File: src/rtl/line_rotation_pkg.sv
// Shared definitions for the line rotation scheduler and its descrambler twin:
// LFSR geometry, the Galois step function and the scheduler state encoding.
package line_rotation_pkg;

  localparam int              LFSR_WIDTH    = 16;
  localparam logic [15:0]     LFSR_TAPS     = 16'hB400;
  localparam int              CUT_BITS      = 8;
  localparam int              LINE_IDX_BITS = 10;

  typedef enum logic [1:0] {
    IDLE       = 2'd0,
    WAIT_FIELD = 2'd1,
    RUN        = 2'd2
  } sched_state_t;

  // Right-shifting Galois step; the feedback mask is applied when bit 0 falls out.
  function automatic logic [LFSR_WIDTH-1:0] lfsr_next(input logic [LFSR_WIDTH-1:0] s);
    return (s >> 1) ^ (s[0] ? LFSR_TAPS : {LFSR_WIDTH{1'b0}});
  endfunction

endpackage

File: src/rtl/line_rotation_scheduler_sync_edge_detect.sv
// Registered H/V edge detector shared by scrambler and descrambler schedulers.
// Inputs are registered once, so pulses lag the raw sync flags by one clock.
module sync_edge_detect (
  input  logic clk,
  input  logic reset,
  input  logic i_h,
  input  logic i_v,
  output logic o_h_rise,
  output logic o_fs,
  output logic o_v
);

  logic r_h_d;
  logic r_prev_h;
  logic r_v_d;
  logic r_prev_v;

  always_ff @(posedge clk) begin
    if (reset) begin
      r_h_d    <= 1'b0;
      r_prev_h <= 1'b0;
      r_v_d    <= 1'b0;
      r_prev_v <= 1'b0;
    end else begin
      r_h_d    <= i_h;
      r_prev_h <= r_h_d;
      r_v_d    <= i_v;
      r_prev_v <= r_v_d;
    end
  end

  // Field start is the falling edge of vertical blanking.
  assign o_h_rise = r_h_d & ~r_prev_h;
  assign o_fs     = ~r_v_d & r_prev_v;
  assign o_v      = r_v_d;

endmodule

File: src/rtl/line_rotation_scheduler.sv
// Per-line cut scheduler: reseeds a Galois LFSR from the session key at every
// field start and emits one cut position per active line.
module line_rotation_scheduler
  import line_rotation_pkg::*;
#(
  parameter int LIDX_BITS = LINE_IDX_BITS
) (
  input  logic                  clk,
  input  logic                  reset,
  input  logic                  H,
  input  logic                  V,
  input  logic                  F,
  input  logic                  enable,
  input  logic [LFSR_WIDTH-1:0] key_in,
  input  logic                  key_valid,
  output logic                  key_ready,
  output logic [CUT_BITS-1:0]   cut_position,
  output logic                  cut_valid,
  output logic [LIDX_BITS-1:0]  line_index,
  output logic                  field_start,
  output logic                  running
);

  localparam int HALF = LFSR_WIDTH / 2;

  sched_state_t          r_state;
  logic [LFSR_WIDTH-1:0] r_lfsr;
  logic [LFSR_WIDTH-1:0] r_pend_key;
  logic                  r_pend_full;
  logic [LFSR_WIDTH-1:0] r_active_key;
  logic [CUT_BITS-1:0]   r_cut;
  logic                  r_cut_valid;
  logic [LIDX_BITS-1:0]  r_line_idx;
  logic                  r_field_start;
  logic                  r_running;
  logic                  r_f_d;

  logic                  w_h_rise;
  logic                  w_fs;
  logic                  w_v;
  logic                  w_hs;
  logic [LFSR_WIDTH-1:0] w_sel_key;
  logic [LFSR_WIDTH-1:0] w_seed_raw;
  logic [LFSR_WIDTH-1:0] w_seed;
  logic [LFSR_WIDTH-1:0] w_lfsr_next;

  sync_edge_detect u_edge (
    .clk      (clk),
    .reset    (reset),
    .i_h      (H),
    .i_v      (V),
    .o_h_rise (w_h_rise),
    .o_fs     (w_fs),
    .o_v      (w_v)
  );

  assign key_ready = ~r_pend_full;
  assign w_hs      = key_valid & ~r_pend_full;

  // A key arriving on the field-start cycle is used at once; else pending, else last key.
  assign w_sel_key   = w_hs ? key_in : (r_pend_full ? r_pend_key : r_active_key);
  assign w_seed_raw  = r_f_d ? {w_sel_key[HALF-1:0], w_sel_key[LFSR_WIDTH-1:HALF]} : w_sel_key;
  assign w_seed      = (w_seed_raw == '0) ? LFSR_WIDTH'(1) : w_seed_raw;
  assign w_lfsr_next = lfsr_next(r_lfsr);

  always_ff @(posedge clk) begin
    if (reset) begin
      r_state       <= IDLE;
      r_lfsr        <= '0;
      r_pend_key    <= '0;
      r_pend_full   <= 1'b0;
      r_active_key  <= '0;
      r_cut         <= '0;
      r_cut_valid   <= 1'b0;
      r_line_idx    <= '0;
      r_field_start <= 1'b0;
      r_running     <= 1'b0;
      r_f_d         <= 1'b0;
    end else begin
      r_f_d         <= F;
      r_cut_valid   <= 1'b0;
      r_field_start <= 1'b0;
      case (r_state)
        IDLE: begin
          if (w_hs) begin
            r_pend_key  <= key_in;
            r_pend_full <= 1'b1;
            r_state     <= WAIT_FIELD;
          end
        end
        WAIT_FIELD, RUN: begin
          if (w_fs) begin
            r_active_key  <= w_sel_key;
            r_lfsr        <= w_seed;
            r_pend_full   <= 1'b0;
            r_field_start <= 1'b1;
            r_line_idx    <= '0;
            r_state       <= RUN;
            r_running     <= 1'b1;
          end else begin
            if (w_hs) begin
              r_pend_key  <= key_in;
              r_pend_full <= 1'b1;
            end
            // The LFSR advances even when disabled so the descrambler stays in step.
            if (r_state == RUN && w_h_rise && !w_v) begin
              r_lfsr      <= w_lfsr_next;
              r_cut       <= enable ? w_lfsr_next[CUT_BITS-1:0] : '0;
              r_cut_valid <= 1'b1;
              if (r_line_idx != '1) begin
                r_line_idx <= r_line_idx + LIDX_BITS'(1);
              end
            end
          end
        end
        default: begin
          r_state   <= IDLE;
          r_running <= 1'b0;
        end
      endcase
    end
  end

  assign cut_position = r_cut;
  assign cut_valid    = r_cut_valid;
  assign line_index   = r_line_idx;
  assign field_start  = r_field_start;
  assign running      = r_running;

endmodule

File: config.mk
export PLATFORM = sky130hd
export DESIGN_NAME = line_rotation_scheduler
export DESIGN_NICKNAME = d
export VERILOG_FILES = /design/src/rtl/line_rotation_pkg.sv /design/src/rtl/line_rotation_scheduler_sync_edge_detect.sv /design/src/rtl/line_rotation_scheduler.sv
export SDC_FILE = /design/constraint.sdc
export NUM_CORES = 1
export LEC_CHECK = 0
export ABC_AREA = 1
export CAP_MARGIN = 10
export CORE_UTILIZATION = 45
export CTS_BUF_LIST = sky130_fd_sc_hd__clkbuf_4
export DETAILED_ROUTE_END_ITERATION = 12
export PLACE_DENSITY = 0.78
export SYNTH_ARGS = -nofsm -noshare
export SYNTH_HDL_FRONTEND = slang
export SYNTH_SLANG_ARGS = --single-unit
export TNS_END_PERCENT = 30
File: constraint.sdc
create_clock -name clk -period 4.25 [get_ports clk]
set_input_delay 0.85 -clock clk [delete_from_list [all_inputs] [get_ports clk]]
set_output_delay 0.85 -clock clk [all_outputs]
set_load 0.01 [all_outputs]
==> impl_metrics.tcl <==
set metrics [dict create \
    status "complete, no violations" \
    synth_cell_types 40 \
    fill_cells 745 \
    first_iter_violations 246 \
    worstMarginPinSlew_ns 0.9887 \
    setup_viol_count_final 0 \
    synth_top_area_share_pct 41.47 \
    fin_ws_ns 1.510 \
    synth_enable_flop_cells 0 \
    yosys_warnings 0 \
    grtUsageMet1_pct 24.90 \
    synth_nets 530 \
    firstDrtPassIters 5 \
    grt_max_degree 40 \
    slowest_stage "clkdlybuf4s50_1" \
    grt-ovfl-total 0 \
    slew_headroom_pct 33.88 \
    post-route-drc-count 0 \
    cp_num_buf_inv 1 \
    busiest_layer "met2" \
    die_w_um 92.89 \
    syn_area_um2 3717 \
    critPathLaunchType "input pin" \
    slew_viol_final 0 \
    async_reset_ff_share_pct 0 \
    syn_inst 503 \
    vias 3430 \
    drt_wl_total_mm 8.039 \
    die_h_um 92.89 \
    cap_violations 0 \
    fin_tns_setup_ns 0 \
    grt_pass1_wl_mm 13.95 \
    worstSetupEndpointType "flip-flop" \
    io_buffers 44 \
    postCtsHoldBufs 0 \
    rsz0062_at_grt "no" \
    globalplace.congestion 0.8398 \
    grt_antenna_before_repair 0 \
    crit_type "in -> reg" \
    cts_inserted_buffers 9 \
    hold_class "reg -> reg" \
    crit_path_max_fanout 17 \
    die_area_um2 8629 \
    ys_ff_latch 77 \
    syn_area_per_cell_um2 7.390 \
    io_pins 45 \
    max_stage_delay_ns 1.12 \
    final_nets 564 \
    p_per_area_nw_per_um2 387.8 \
    crit_top_cell "nand2_1" \
    synth_ff_type "dfxtp_1" \
    arrival_ns 3.11 \
    cts.sinks 77 \
    rows 32 \
    antenna_left 0 \
    grtUsageTotal_pct 20.07 \
    fin_cells 643 \
    post-cts-setup-buffer-count 0 \
    cts_buffer_depth 2 \
    synthTopCellsByCount "146 x nand2_1, 77 x dfxtp_1, 62 x a21oi_1" \
    fin_worst_skew_ns 0.01093 \
    min_period_ns 2.740 \
    grt_use_met2_pct 33.33 \
    vdd_drop_max_v 0.0001505 \
    seq_area_frac_synth_pct 41.47 \
    areaGrowthSynthToFinish_pct 16.66 \
    dp_cells 628 \
    required_ns 4.62 \
    regArea_um2 1541 \
    routed_via_density 5.334 \
    yosysMostFrequentCell "nand2_1" \
    start_util_pct 47.37 \
    clk_latency_ns 0.42 \
    cts_resized 0 \
    first_global_vias 3248 \
    wl_per_cell_um 12.50 \
    cpLargestDelayFamily "buffers and inverters" \
    hold_viol 0 \
    worstPathCellList "clkdlybuf4s50_1 > nor2_8 > nand2_1 > nand2_1 > nor2_1 > nand2_1 > nor2_1 > nand2_1 > nor2_1 > nand2_1 > nand2_1 > nand2_1 > a21oi_2" \
    period_share_pct 64.48 \
    synthTopCellsByArea "dfxtp_1 41%, nand2_1 15%, a21oi_1 8.3%" \
    r2r_slack_ns 1.96 \
    grt_util_met3_pct 3.941 \
    post-place-ws_ns 1.115 \
    p_leak_nw 1.700 \
    cts_tree "yes" \
    clock-root-buffer "clkbuf_4" \
    clk_pin_slew_worst_paths_ns 0.12 \
    drive_gt1_share_pct 9.982 \
    multiInputGateArea_um2 1879 \
    dp.final_hpwl_mm 5.780 \
    h-tree-depth 3 \
    max_freq_mhz 364.9 \
    diodes 0 \
    synth.largest_area_cell "dfxtp_1" \
    coreArea_um2 7848 \
]
==> layout make-up <==
class	count	area share, %
Sequential cell	77	35.55
Clock inverter	5	2.308
Inverter	39	3.635
Clock buffer	10	1.731
Multi-Input combinational cell	364	43.34
Tap cell	102	2.943
Timing Repair Buffer	46	10.50
==> kinds of logic (layout without fill, tap and decap cells) <==
logic type	after synthesis	count (layout)	synth area share (%)
buffers and inverters	62	100	7.977
DFF	77	77	41.47
AOI/OAI and AO/OA	111	111	17.23
xor gates and xnor gates	2	2	0.4713
and+or+nand+nor	246	246	31.24
adders and majority gates	4	4	1.346
muxes	1	1	0.2693
==> metal layers <==
metal / up-vias / share of wire [%] / wire length (um)
li1: 1735 / - / -
met1: 1598 / 46 / 3689
met2: 76 / 48 / 3855
met3: 21 / 3.8 / 303
met4: 0 / 2.4 / 190
met5: - / 0 / 0
==> metrics by stage <==
stage / area [um2] / util, % / hold WS [ns] / power [W]
3_5_place_dp: 4161 / 53.03 / 0.4190 / 0.001157
3_3_place_gp: 4161 / 53.03 / 0.4105 / 0.001145
5_1_grt: 4337 / 55.26 / 0.4609 / 0.001780
6_report: 4337 / 55.26 / 0.4306 / 0.001682
2_1_floorplan: 3717 / - / 0.4032 / 0.001078
4_1_cts: 4337 / 55.26 / 0.4353 / 0.001692
==> sequential cells by signal, indices dropped and copies added (netlist names), 2 cells and up <==
register,count
r_active_key,16
r_lfsr,16
r_pend_key,16
cut_position,8
r_state,2
line_index,10
==> worst min-delay path: stages, from the launching register on <==
cell and delay, ns:
dfxtp_1 0.33, inv_1 0.05, nor2_1 0.03
==> power breakdown <==
| part | leakage (nW) | switching [W] | internal (W) | total [W] |
|---|---|---|---|---|
| Sequential | 0.625 | 0.0000316 | 0.000769 | 0.000801 |
| Clock | 0.0962 | 0.000240 | 0.000300 | 0.000540 |
| Combinational | 0.979 | 0.000220 | 0.000122 | 0.000341 |
==> cells in the final DEF, fill, tap and decap left out, types with 3 or more instances in the layout <==
master | Yosys | layout
clkinv_2 | 1 | 3
ha_1 | 4 | 4
dfxtp_1 | 77 | 77
inv_2 | 6 | 6
a21oi_1 | 62 | 62
nor2_1 | 28 | 28
o21ai_1 | 4 | 4
clkdlybuf4s50_1 | 0 | 44
nor2_4 | 5 | 5
nor3_1 | 6 | 6
inv_1 | 29 | 29
nand4_1 | 4 | 4
bufinv_16 | 0 | 3
o21ai_0 | 21 | 21
nand3_2 | 13 | 13
nand2_1 | 146 | 146
clkbuf_4 | 0 | 10
a22o_1 | 14 | 14
nand3_1 | 35 | 35
==> path summary, 6_finish.rpt <==
path / end / cells past startpoint / from
worst max-delay path: r_lfsr[0] / 13 / key_valid
worst min-delay path: u_edge.r_prev_h / 2 / u_edge.r_h_d
worst max register to register: running / 8 / u_edge.r_prev_v
worst min register to register: u_edge.r_prev_h / 2 / u_edge.r_h_d
Power figures use the tool's default switching activity.
